===== config.mk =====
export PLATFORM = sky130hd
export DESIGN_NAME = load_store_unit_flat
export DESIGN_NICKNAME = d
export VERILOG_FILES = /design/src/rtl/load_store_unit_if.sv /design/src/rtl/load_store_unit.sv /design/src/flat_wrapper.sv
export SDC_FILE = /design/constraint.sdc
export NUM_CORES = 1
export LEC_CHECK = 0
export BUFFER_PORTS_ARGS = -buffer_cell sky130_fd_sc_hd__buf_4
export CAP_MARGIN = 15
export CORE_ASPECT_RATIO = 0.6
export CORE_MARGIN = 2
export CORE_UTILIZATION = 25
export DETAILED_ROUTE_END_ITERATION = 12
export PLACE_DENSITY = 0.51
export SLEW_MARGIN = 20
export SYNTH_ARGS = -nofsm -noshare
export SYNTH_HDL_FRONTEND = slang
export SYNTH_SLANG_ARGS = --single-unit

===== constraint.sdc =====
create_clock -name clk -period 4.1 [get_ports clk]
set_input_delay 0.41 -clock clk [delete_from_list [all_inputs] [get_ports clk]]
set_output_delay 0.41 -clock clk [all_outputs]
set_load 0.02 [all_outputs]

===== src/rtl/load_store_unit_if.sv =====
// Bundle of the execute-side request, data-memory bus and writeback response of the load/store unit.
// The master modport is the LSU's own view; slave is the view of the surrounding pipeline and memory.
interface load_store_unit_if #(
  parameter int N    = 32,
  parameter int RD_W = 5
);
  logic            req_valid;
  logic            req_ready;
  logic [N-1:0]    alu_result;
  logic [N-1:0]    store_data;
  logic [2:0]      mem_op;
  logic            is_store;
  logic [RD_W-1:0] rd_in;

  logic            dmem_req_valid;
  logic            dmem_req_ready;
  logic [N-1:0]    dmem_addr;
  logic            dmem_we;
  logic [N-1:0]    dmem_wdata;
  logic [3:0]      dmem_wstrb;
  logic            dmem_rsp_valid;
  logic [N-1:0]    dmem_rdata;

  logic            resp_valid;
  logic [N-1:0]    resp_data;
  logic [RD_W-1:0] resp_rd;
  logic            resp_fault;

  modport master (
    input  req_valid, alu_result, store_data, mem_op, is_store, rd_in,
    output req_ready,
    output dmem_req_valid, dmem_addr, dmem_we, dmem_wdata, dmem_wstrb,
    input  dmem_req_ready, dmem_rsp_valid, dmem_rdata,
    output resp_valid, resp_data, resp_rd, resp_fault
  );

  modport slave (
    output req_valid, alu_result, store_data, mem_op, is_store, rd_in,
    input  req_ready,
    input  dmem_req_valid, dmem_addr, dmem_we, dmem_wdata, dmem_wstrb,
    output dmem_req_ready, dmem_rsp_valid, dmem_rdata,
    input  resp_valid, resp_data, resp_rd, resp_fault
  );
endinterface


===== src/rtl/load_store_unit.sv =====
// Memory stage after the ALU: one byte/half/word access in flight, misaligned or illegal
// accesses are answered with a fault without touching memory.
module load_store_unit #(
  parameter int N    = 32,
  parameter int RD_W = 5
) (
  input logic               clk,
  input logic               rst,
  load_store_unit_if.master bus
);

  typedef enum logic [1:0] {IDLE = 2'd0, REQ = 2'd1, WAIT = 2'd2, RESP = 2'd3} state_e;

  state_e          state_q, state_d;
  logic [1:0]      offset_q, offset_d;
  logic [2:0]      op_q, op_d;
  logic            store_q, store_d;
  logic [RD_W-1:0] rd_q, rd_d;

  logic            dmemReqValid_q, dmemReqValid_d;
  logic [N-1:0]    dmemAddr_q, dmemAddr_d;
  logic            dmemWe_q, dmemWe_d;
  logic [N-1:0]    dmemWdata_q, dmemWdata_d;
  logic [3:0]      dmemWstrb_q, dmemWstrb_d;
  logic            respValid_q, respValid_d;
  logic [N-1:0]    respData_q, respData_d;
  logic [RD_W-1:0] respRd_q, respRd_d;
  logic            respFault_q, respFault_d;

  logic [1:0]      reqOffset;
  logic            reqFault;
  logic [3:0]      storeStrb;
  logic [N-1:0]    storeWord;
  logic [N-1:0]    loadLane;
  logic [N-1:0]    loadData;

  assign reqOffset = bus.alu_result[1:0];

  // mem_op[1:0] is the access size (0 byte, 1 half, 2 word) for both loads and stores
  always_comb begin
    reqFault = 1'b0;
    if (bus.is_store) begin
      if (bus.mem_op > 3'd2) reqFault = 1'b1;
    end else begin
      if (bus.mem_op == 3'd3 || bus.mem_op == 3'd6 || bus.mem_op == 3'd7) reqFault = 1'b1;
    end
    if (bus.mem_op[1:0] == 2'd1 && reqOffset[0]) reqFault = 1'b1;
    if (bus.mem_op[1:0] == 2'd2 && reqOffset != 2'd0) reqFault = 1'b1;
  end

  always_comb begin
    storeStrb = 4'b1111;
    storeWord = bus.store_data;
    case (bus.mem_op[1:0])
      2'd0: begin
        storeStrb = 4'b0001 << reqOffset;
        storeWord = {4{bus.store_data[7:0]}};
      end
      2'd1: begin
        storeStrb = 4'b0011 << {reqOffset[1], 1'b0};
        storeWord = {2{bus.store_data[15:0]}};
      end
      default: ;
    endcase
  end

  assign loadLane = bus.dmem_rdata >> {offset_q, 3'b000};

  always_comb begin
    case (op_q)
      3'd0:    loadData = {{24{loadLane[7]}}, loadLane[7:0]};
      3'd1:    loadData = {{16{loadLane[15]}}, loadLane[15:0]};
      3'd4:    loadData = {24'd0, loadLane[7:0]};
      3'd5:    loadData = {16'd0, loadLane[15:0]};
      default: loadData = loadLane;
    endcase
  end

  // Output registers are loaded together with the state so each one reflects the state it enters
  always_comb begin
    state_d        = state_q;
    offset_d       = offset_q;
    op_d           = op_q;
    store_d        = store_q;
    rd_d           = rd_q;
    dmemReqValid_d = 1'b0;
    dmemAddr_d     = dmemAddr_q;
    dmemWe_d       = dmemWe_q;
    dmemWdata_d    = dmemWdata_q;
    dmemWstrb_d    = dmemWstrb_q;
    respValid_d    = 1'b0;
    respData_d     = respData_q;
    respRd_d       = respRd_q;
    respFault_d    = 1'b0;
    case (state_q)
      IDLE: begin
        if (bus.req_valid) begin
          offset_d = reqOffset;
          op_d     = bus.mem_op;
          store_d  = bus.is_store;
          rd_d     = bus.rd_in;
          if (reqFault) begin
            state_d     = RESP;
            respValid_d = 1'b1;
            respFault_d = 1'b1;
            respData_d  = '0;
            respRd_d    = bus.rd_in;
          end else begin
            state_d        = REQ;
            dmemReqValid_d = 1'b1;
            dmemAddr_d     = {bus.alu_result[N-1:2], 2'b00};
            dmemWe_d       = bus.is_store;
            dmemWdata_d    = bus.is_store ? storeWord : '0;
            dmemWstrb_d    = bus.is_store ? storeStrb : 4'b0000;
          end
        end
      end
      REQ: begin
        dmemReqValid_d = 1'b1;
        if (bus.dmem_req_ready) begin
          dmemReqValid_d = 1'b0;
          state_d        = WAIT;
        end
      end
      WAIT: begin
        if (bus.dmem_rsp_valid) begin
          state_d     = RESP;
          respValid_d = 1'b1;
          respData_d  = store_q ? '0 : loadData;
          respRd_d    = rd_q;
        end
      end
      RESP: state_d = IDLE;
      default: state_d = IDLE;
    endcase
  end

  always_ff @(posedge clk) begin
    if (rst) begin
      state_q        <= IDLE;
      offset_q       <= '0;
      op_q           <= '0;
      store_q        <= 1'b0;
      rd_q           <= '0;
      dmemReqValid_q <= 1'b0;
      dmemAddr_q     <= '0;
      dmemWe_q       <= 1'b0;
      dmemWdata_q    <= '0;
      dmemWstrb_q    <= '0;
      respValid_q    <= 1'b0;
      respData_q     <= '0;
      respRd_q       <= '0;
      respFault_q    <= 1'b0;
    end else begin
      state_q        <= state_d;
      offset_q       <= offset_d;
      op_q           <= op_d;
      store_q        <= store_d;
      rd_q           <= rd_d;
      dmemReqValid_q <= dmemReqValid_d;
      dmemAddr_q     <= dmemAddr_d;
      dmemWe_q       <= dmemWe_d;
      dmemWdata_q    <= dmemWdata_d;
      dmemWstrb_q    <= dmemWstrb_d;
      respValid_q    <= respValid_d;
      respData_q     <= respData_d;
      respRd_q       <= respRd_d;
      respFault_q    <= respFault_d;
    end
  end

  assign bus.req_ready      = (state_q == IDLE);
  assign bus.dmem_req_valid = dmemReqValid_q;
  assign bus.dmem_addr      = dmemAddr_q;
  assign bus.dmem_we        = dmemWe_q;
  assign bus.dmem_wdata     = dmemWdata_q;
  assign bus.dmem_wstrb     = dmemWstrb_q;
  assign bus.resp_valid     = respValid_q;
  assign bus.resp_data      = respData_q;
  assign bus.resp_rd        = respRd_q;
  assign bus.resp_fault     = respFault_q;

endmodule

===== src/flat_wrapper.sv =====
// flat-port wrapper written by rule: the top's interface ports become plain ports
module load_store_unit_flat 
#(
  parameter int N    = 32,
  parameter int RD_W = 5
)
  (clk, rst, bus_req_valid, bus_alu_result, bus_store_data, bus_mem_op, bus_is_store, bus_rd_in, bus_req_ready, bus_dmem_req_valid, bus_dmem_addr, bus_dmem_we, bus_dmem_wdata, bus_dmem_wstrb, bus_dmem_req_ready, bus_dmem_rsp_valid, bus_dmem_rdata, bus_resp_valid, bus_resp_data, bus_resp_rd, bus_resp_fault);
  load_store_unit_if #(.N(N), .RD_W(RD_W)) bus_i ();
  input logic clk;
  input logic rst;
  input wire logic [$bits(bus_i.req_valid)-1:0] bus_req_valid;
  input wire logic [$bits(bus_i.alu_result)-1:0] bus_alu_result;
  input wire logic [$bits(bus_i.store_data)-1:0] bus_store_data;
  input wire logic [$bits(bus_i.mem_op)-1:0] bus_mem_op;
  input wire logic [$bits(bus_i.is_store)-1:0] bus_is_store;
  input wire logic [$bits(bus_i.rd_in)-1:0] bus_rd_in;
  output wire logic [$bits(bus_i.req_ready)-1:0] bus_req_ready;
  output wire logic [$bits(bus_i.dmem_req_valid)-1:0] bus_dmem_req_valid;
  output wire logic [$bits(bus_i.dmem_addr)-1:0] bus_dmem_addr;
  output wire logic [$bits(bus_i.dmem_we)-1:0] bus_dmem_we;
  output wire logic [$bits(bus_i.dmem_wdata)-1:0] bus_dmem_wdata;
  output wire logic [$bits(bus_i.dmem_wstrb)-1:0] bus_dmem_wstrb;
  input wire logic [$bits(bus_i.dmem_req_ready)-1:0] bus_dmem_req_ready;
  input wire logic [$bits(bus_i.dmem_rsp_valid)-1:0] bus_dmem_rsp_valid;
  input wire logic [$bits(bus_i.dmem_rdata)-1:0] bus_dmem_rdata;
  output wire logic [$bits(bus_i.resp_valid)-1:0] bus_resp_valid;
  output wire logic [$bits(bus_i.resp_data)-1:0] bus_resp_data;
  output wire logic [$bits(bus_i.resp_rd)-1:0] bus_resp_rd;
  output wire logic [$bits(bus_i.resp_fault)-1:0] bus_resp_fault;
  assign bus_i.req_valid = bus_req_valid;
  assign bus_i.alu_result = bus_alu_result;
  assign bus_i.store_data = bus_store_data;
  assign bus_i.mem_op = bus_mem_op;
  assign bus_i.is_store = bus_is_store;
  assign bus_i.rd_in = bus_rd_in;
  assign bus_req_ready = bus_i.req_ready;
  assign bus_dmem_req_valid = bus_i.dmem_req_valid;
  assign bus_dmem_addr = bus_i.dmem_addr;
  assign bus_dmem_we = bus_i.dmem_we;
  assign bus_dmem_wdata = bus_i.dmem_wdata;
  assign bus_dmem_wstrb = bus_i.dmem_wstrb;
  assign bus_i.dmem_req_ready = bus_dmem_req_ready;
  assign bus_i.dmem_rsp_valid = bus_dmem_rsp_valid;
  assign bus_i.dmem_rdata = bus_dmem_rdata;
  assign bus_resp_valid = bus_i.resp_valid;
  assign bus_resp_data = bus_i.resp_data;
  assign bus_resp_rd = bus_i.resp_rd;
  assign bus_resp_fault = bus_i.resp_fault;
  load_store_unit #(.N(N), .RD_W(RD_W)) u_core (.clk(clk), .rst(rst), .bus(bus_i));
endmodule

==> impl_metrics.json, run 1 <==
{
  "total_power_w": 0.00394,
  "crit_family": "compound AO/OA/AOI/OAI gates",
  "r2r-end": "u_core.bus.resp_data[9]$_SDFFE_PP0P_",
  "syn_inst": 611,
  "fin_area_mm2": 0.00788,
  "syn_area_per_cell_um2": 9.05,
  "syn_area_mm2": 0.00553,
  "wl_per_cell_um": 16.9,
  "fmax_mhz": 381,
  "dr.max_layer_used": "met4",
  "numCtsBuffers": 17,
  "route.detailed.drc": 0,
  "initialDrtViolationCount": 305,
  "dr.pass1.iters": 5,
  "antenna_found_initial": 0,
  "rrSetupSlack_ns": 1.48,
  "required_ns": 4.36,
  "die_w_um": 196,
  "dp_cells": 1069,
  "fin_setup_tns_ns": 0,
  "post_cts_resized": 0,
  "insertion_delay_ns": 0.41,
  "synthToLayoutAreaGrowth_pct": 42.4,
  "seq_area_mm2": 0.00240,
  "io_pins": 220,
  "final-setup-viol-count": 0,
  "min_period_ns": 2.62,
  "finalHoldViolCount": 0,
  "fin_cells": 1098,
  "grtUsageTotal_pct": 16.2,
  "ys_types": 44,
  "nFillCells": 2312,
  "place_congestion": 0.783,
  "drt-met1-wl_um": 9880,
  "cp_cell_sequence": "inv_1, ha_1, nand2_1, o41ai_4, nor2_4, buf_4, o2bb2ai_2",
  "dieHeight_um": 119,
  "critPathMaxFanout": 21,
  "yosysTopAreaCellShare_pct": 43.4,
  "max_stage_delay_ns": 0.67,
  "post_cts_buffers": 0,
  "r2r-start": "u_core.state_q[0]$_SDFFE_PP0P_",
  "drive_above_1_share_pct": 38.7,
  "layout.nets": 915,
  "ys.flop_type": "dfxtp_1",
  "yosys_warnings": 0,
  "initial_core_util_pct": 25.3,
  "antennaDiodeCount": 0,
  "synth-edff-count": 0,
  "hold_path.class": "primary input to flip-flop",
  "crit_slowest_cell": "o41ai_4",
  "numClockSinks": 120,
  "num_rows": 42,
  "start_kind": "flip-flop",
  "cts_hold_buf": 0,
  "postRouteAntennaNets": 0,
  "grt_setup_unrepaired": "false",
  "synth_area_leaders": "dfxtp_1 (43%), o2bb2ai_2 (8.1%), nand2_1 (6.8%)",
  "placed_area_mm2": 0.00733,
  "die-area_mm2": 0.0234,
  "cap_violations": 0,
  "worstSetupStartpoint": "u_core.state_q[0]$_SDFFE_PP0P_",
  "status": "complete, no violations",
  "grt_max_degree": 77,
  "cp.arrival_ns": 2.88,
  "pre_cts_ws_ns": 1.45,
  "cts.htree.levels": 4,
  "grt_overflow": 0,
  "root_buffer": "clkbuf_16",
  "slew_violations": 0,
  "relSlewSlack_pct": 26.0,
  "yosys_register_bits": 120,
  "ys_async_sr_fraction_pct": 0,
  "grt_pass1_wl_um": 28900,
  "crit_buf_inv": 2,
  "setup_ws_ns": 1.48,
  "portBuffers": 217,
  "worst-slew-pin-transition_ns": 1.11,
  "vdd_drop_max_v": 0.000275,
  "grt_pass1_vias": 4869,
  "worst-setup-path-type": "flip-flop to flip-flop",
  "cts.clk_slew.worst_paths_ns": 0.05,
  "clockBufferDepth": 2,
  "crit_path_end": "u_core.bus.resp_data[9]$_SDFFE_PP0P_",
  "yosysTopAreaCell": "dfxtp_1",
  "dp_hpwl_um": 13400,
  "via_per_inst": 4.60,
  "ys_seq_area_share_pct": 43.4,
  "wl_um": 18500,
  "cts_tree": "done",
  "end_kind": "flip-flop",
  "multiInputGateArea_mm2": 0.00287,
  "finClkSkew_ns": 0.00615,
  "power_density_mw_per_mm2": 501,
  "fin_crit_sh_pct": 64.0,
  "leakagePower_nw": 3.20,
  "core_mm2": 0.0219,
  "cp.depth": 7,
  "rr_worst_depth": 7,
  "num_vias": 5053,
  "wl_met2_um": 7170,
  "wl_met3_um": 1340
}
-- layer usage --
| metal | track usage, % | vias to the layer above |
|---|---|---|
| met4 | 4.26 | 0 |
| met1 | 24.5 | 2340 |
| li1 | - | 2552 |
| met5 | 0 | - |
| met3 | 6.17 | 14 |
| met2 | 20.7 | 147 |
-- worst min-delay path: cells and delay by family --
family | cells | cell delay (ns)
compound gates | 1 | 0.05
buf+inv | 1 | 0.11
simple gates | 1 | 0.04
-- power by group --
| group | internal [W] | switching, W | leakage, nW |
|---|---|---|---|
| combinational | 0.000470 | 0.000736 | 1.96 |
| sequential | 0.00129 | 0.0000739 | 0.973 |
| clock | 0.000867 | 0.000509 | 0.263 |
-- area by class of cell --
cell class / instances / area share (%)
Multi-Input combinational cell: 430 / 36.4
Sequential cell: 120 / 30.5
Timing Repair Buffer: 224 / 21.4
Clock buffer: 25 / 6.16
Tap cell: 286 / 4.54
Clock inverter: 4 / 0.572
Inverter: 9 / 0.429
-- registers in the layout, indices dropped and copies added, names as in the netlist --
| signal | count |
|---|---|
| u_core.bus.dmem_addr | 30 |
| u_core.bus.dmem_req_valid | 1 |
| u_core.bus.dmem_wdata | 32 |
| u_core.bus.dmem_we | 1 |
| u_core.bus.dmem_wstrb | 4 |
| u_core.bus.resp_data | 32 |
| u_core.bus.resp_fault | 1 |
| u_core.bus.resp_rd | 5 |
| u_core.bus.resp_valid | 1 |
| u_core.offset_q | 2 |
| u_core.op_q | 3 |
| u_core.rd_q | 5 |
| u_core.state_q | 2 |
| u_core.store_q | 1 |
-- synthesized netlist by cell type (2+ instances only) --
cell / number
a21oi_1: 53
a22oi_1: 35
a31oi_1: 14
a32oi_1: 9
buf_1: 5
buf_2: 16
buf_4: 4
buf_6: 4
clkbuf_1: 24
dfxtp_1: 120
ha_1: 3
inv_1: 9
mux2_2: 23
mux2i_1: 26
nand2_1: 100
nand2b_1: 4
nand3b_1: 2
nor2_1: 67
nor2b_1: 6
nor3_1: 9
o21ai_0: 16
o21ai_1: 3
o2bb2ai_1: 9
o2bb2ai_2: 30
-- worst min path at each step --
stage	cells past startpoint	to	slack, ns	start
6_report	3	u_core.bus.dmem_addr[18]$_SDFFE_PP0P_	0.24	bus_alu_result[18]
5_1_grt	3	u_core.bus.dmem_addr[18]$_SDFFE_PP0P_	0.23	bus_alu_result[18]
4_1_cts	3	u_core.bus.dmem_addr[18]$_SDFFE_PP0P_	0.21	bus_alu_result[18]
3_5_place_dp	2	u_core.store_q$_SDFFE_PP0P_	0.45	u_core.store_q$_SDFFE_PP0P_
3_3_place_gp	2	u_core.bus.dmem_addr[7]$_SDFFE_PP0P_	0.44	u_core.bus.dmem_addr[7]$_SDFFE_PP0P_
2_1_floorplan	2	u_core.store_q$_SDFFE_PP0P_	0.43	u_core.store_q$_SDFFE_PP0P_
-- logic make-up after synthesis --
kind of cell	synth area share, %
mux	9.80
compound gates	25.8
buf+inv	5.38
simple gates	14.8
other cells	0.0678
fa+ha+maj	0.679
flops	43.4
-- per-stage QoR --
stage                     utilization, %  hold WS (ns)
after floorplan                        -         0.431
after CTS                           36.0         0.215
after global placement              33.5         0.443
final                               36.0         0.243
after detailed placement            33.5         0.448
after global routing                36.0         0.226
-- layout by cell type (no fill, tap or decap), drive strengths merged, types with 2 or more instances in the layout --
master,n
conb,2
a31oi,14
nor2,68
clkinv,3
a21oi,55
mux2i,26
nand2,100
ha,3
buf,224
dfxtp,120
nand2b,4
nand3b,2
a32oi,9
o2bb2ai,39
o21ai,19
mux2,23
nor4,2
or4,2
a22oi,35
nor2b,6
nor3,9
inv,9
clkbuf,25
Power figures use the tool's default switching activity.
==> inputs of run 2 (changes only) <==
ABC_AREA = 1   (was not set)
clock period = 2.6 ns   (was 4.1 ns; I/O delays follow)
==> run 2 against run 1 <==
  * Via count is 12% higher
  * Synthesized area is 3.0% higher
  * Sequential share of layout area is 0.71 points lower
  * Design area is 2.4% higher
  * Worst hold slack worse by 0.16 ns
  * Core utilization is 0.33 points higher
  * Critical path type unchanged
  * Highest routed layer unchanged
==> impl_metrics.json, run 2 <==
{
  "status": "complete, no violations",
  "initial_core_util_pct": 25.7,
  "final-setup-viol-count": 0,
  "nFillCells": 2355,
  "crit_slowest_cell": "ha_1",
  "leakagePower_nw": 3.31,
  "via_per_inst": 4.54,
  "power_density_mw_per_mm2": 866,
  "p_int_w": 0.00445,
  "worst-setup-path-type": "flip-flop to flip-flop",
  "start_kind": "flip-flop",
  "num_vias": 5684,
  "pwr-share-seq_pct": 31.4,
  "cpMostUsedCell": "nor2_1",
  "layout.nets": 1045,
  "numClockSinks": 120,
  "max_stage_delay_ns": 0.45,
  "wl_per_cell_um": 16.3,
  "grt_pass1_wl_um": 30800,
  "place_congestion": 0.827,
  "switchingPower_w": 0.00254,
  "die_w_um": 199,
  "yosys_register_bits": 120,
  "crit_buf_inv": 3,
  "synthTopCellsByCount": "nand2_1 (172), dfxtp_1 (120), a21oi_1 (100)",
  "finClkSkew_ns": 0.00715,
  "slew_violations": 0,
  "min_period_ns": 2.16,
  "wl_um": 20500,
  "hold_path.class": "primary input to flip-flop",
  "antenna_found_initial": 0,
  "fin_setup_tns_ns": 0,
  "end_kind": "flip-flop",
  "ys_async_sr_fraction_pct": 0,
  "yosys.cell_count.top_type": "nand2_1",
  "pre_cts_ws_ns": 0.414,
  "antennaDiodeCount": 0,
  "setup_ws_ns": 0.442,
  "whs_path_depth": 3,
  "core_mm2": 0.0222,
  "yosys_warnings": 0,
  "required_ns": 2.91,
  "synth_area_leaders": "dfxtp_1 (42%), nand2_1 (11%), a21oi_1 (8.8%)",
  "layout_common_cells": "buf_4 (227), nand2_1 (172), dfxtp_1 (120)",
  "initialDrtViolationCount": 465,
  "dr.pass1.iters": 4,
  "io_pins": 220,
  "crit_family": "buffers and inverters",
  "syn_area_per_cell_um2": 7.68,
  "grt_pass1_vias": 5276,
  "postRouteAntennaNets": 0,
  "route.detailed.drc": 0,
  "total_power_w": 0.00698,
  "combPwrFrac_pct": 33.2,
  "p_clk_share_pct": 35.3,
  "cap_violations": 0,
  "layout.cells.most_common": "buf_4",
  "post_cts_buffers": 0,
  "cts_tree": "done",
  "critPathMaxFanout": 38,
  "swShare_pct": 36.3,
  "dieHeight_um": 121,
  "syn_area_mm2": 0.00569,
  "grt_max_degree": 65,
  "finalHoldViolCount": 0,
  "grt_overflow": 0,
  "die-area_mm2": 0.0240,
  "numCtsBuffers": 17,
  "insertion_delay_ns": 0.43,
  "cts.clk_slew.worst_paths_ns": 0.06,
  "cp_cell_sequence": "inv_1, ha_1, nand2_1, o21ai_1, nor2_1, nand2_4, buf_4, inv_1, nor2_1, nor2_1",
  "ys_seq_area_share_pct": 42.2,
  "synth-edff-count": 0,
  "num_rows": 42,
  "yosysTopAreaCellShare_pct": 42.2,
  "rr_worst_depth": 10,
  "ys_types": 33,
  "grtUsageTotal_pct": 16.9,
  "fmax_mhz": 463,
  "yosysTopAreaCell": "dfxtp_1",
  "relSlewSlack_pct": 62.9,
  "clockBufferDepth": 2,
  "dp_hpwl_um": 14800,
  "synthToLayoutAreaGrowth_pct": 41.6,
  "cp.arrival_ns": 2.47,
  "worst-slew-pin-transition_ns": 0.557,
  "cts_hold_buf": 0,
  "drive_above_1_share_pct": 35.2,
  "syn_inst": 741,
  "cp.depth": 10,
  "fin_crit_sh_pct": 83.0,
  "portBuffers": 217,
  "fin_util_pct": 36.4,
  "vdd_drop_max_v": 0.000487,
  "cts.htree.levels": 4,
  "grt_setup_unrepaired": "false",
  "root_buffer": "clkbuf_16",
  "ys.flop_type": "dfxtp_1",
  "post_cts_resized": 0
}
[run 2: cell types whose count changed after synthesis, sizes merged, moves of 26 or more]
| cell | previous run | this run |
|---|---|---|
| mux2i | 26 | 0 |
| nand2 | 100 | 181 |
| a21oi | 55 | 122 |
| o2bb2ai | 39 | 0 |
| o21ai | 19 | 72 |
| a22oi | 35 | 0 |
| nand3 | 1 | 55 |
[run 2: area by class of cell]
type                       instances  area (um2)  share of cell area, %
sequential                       120        2400                   29.8
inverter                          32         131                   1.63
clock inverter                     8         118                   1.46
tap                              308         385                   4.78
timing repair buffer             228        1720                   21.4
clock buffer                      24         492                   6.10
multi-input combinational        533        2810                   34.9
[run 2: worst min-delay path, stage by stage]
cell     delay [ns]
buf_4          0.08
inv_1          0.04
a21oi_1        0.10
[run 2: per-stage QoR]
| step | instances | hold slack, ns | area (um2) |
|---|---|---|---|
| floorplan | 742 | 0.403 | 5700 |
| CTS | 1253 | 0.0678 | 8060 |
| global placement | 1221 | 0.450 | 7450 |
| global route | 1253 | 0.101 | 8060 |
| detailed placement | 1221 | 0.453 | 7450 |
| finish | 1253 | 0.0881 | 8060 |
[run 2: kinds of logic (layout without fill, tap and decap cells)]
logic type	Yosys count	after routing	synth area share, %
AND/OR/NAND/NOR	304	304	26.2
AO/OA/AOI/OAI	224	224	22.3
flip-flops	120	120	42.2
buffers and inverters	89	292	8.53
adder cells (fa/ha/maj)	3	3	0.659
other	1	2	0.0659
[run 2: layer usage]
metal | share of wire, % | vias to the layer above | global-route usage (%)
met2 | 37 | 202 | 20.3
met5 | 0 | - | 0
met4 | 0.94 | 0 | 4.29
met1 | 54 | 2593 | 27.3
met3 | 8.4 | 17 | 5.50
li1 | - | 2872 | -
[run 2: power groups by stage]
| stage | logic, W | clock network, W | registers [W] |
|---|---|---|---|
| floorplan | 0.00146 | 0 | 0.00242 |
| global placement | 0.00234 | 0 | 0.00223 |
| detailed placement | 0.00234 | 0 | 0.00223 |
| CTS | 0.00235 | 0.00254 | 0.00219 |
| global route | 0.00257 | 0.00263 | 0.00222 |
| finish | 0.00232 | 0.00247 | 0.00219 |
[run 2: worst paths after layout]
check,slack (ns),from,to
max,0.44,u_core.state_q[0]$_SDFFE_PP0P_,u_core.bus.resp_rd[0]$_SDFFE_PP0P_
min,0.09,bus_rd_in[4],u_core.rd_q[4]$_SDFFE_PP0P_
max reg2reg,0.44,u_core.state_q[0]$_SDFFE_PP0P_,u_core.bus.resp_rd[0]$_SDFFE_PP0P_
min reg2reg,0.46,u_core.bus.dmem_addr[17]$_SDFFE_PP0P_,u_core.bus.dmem_addr[17]$_SDFFE_PP0P_
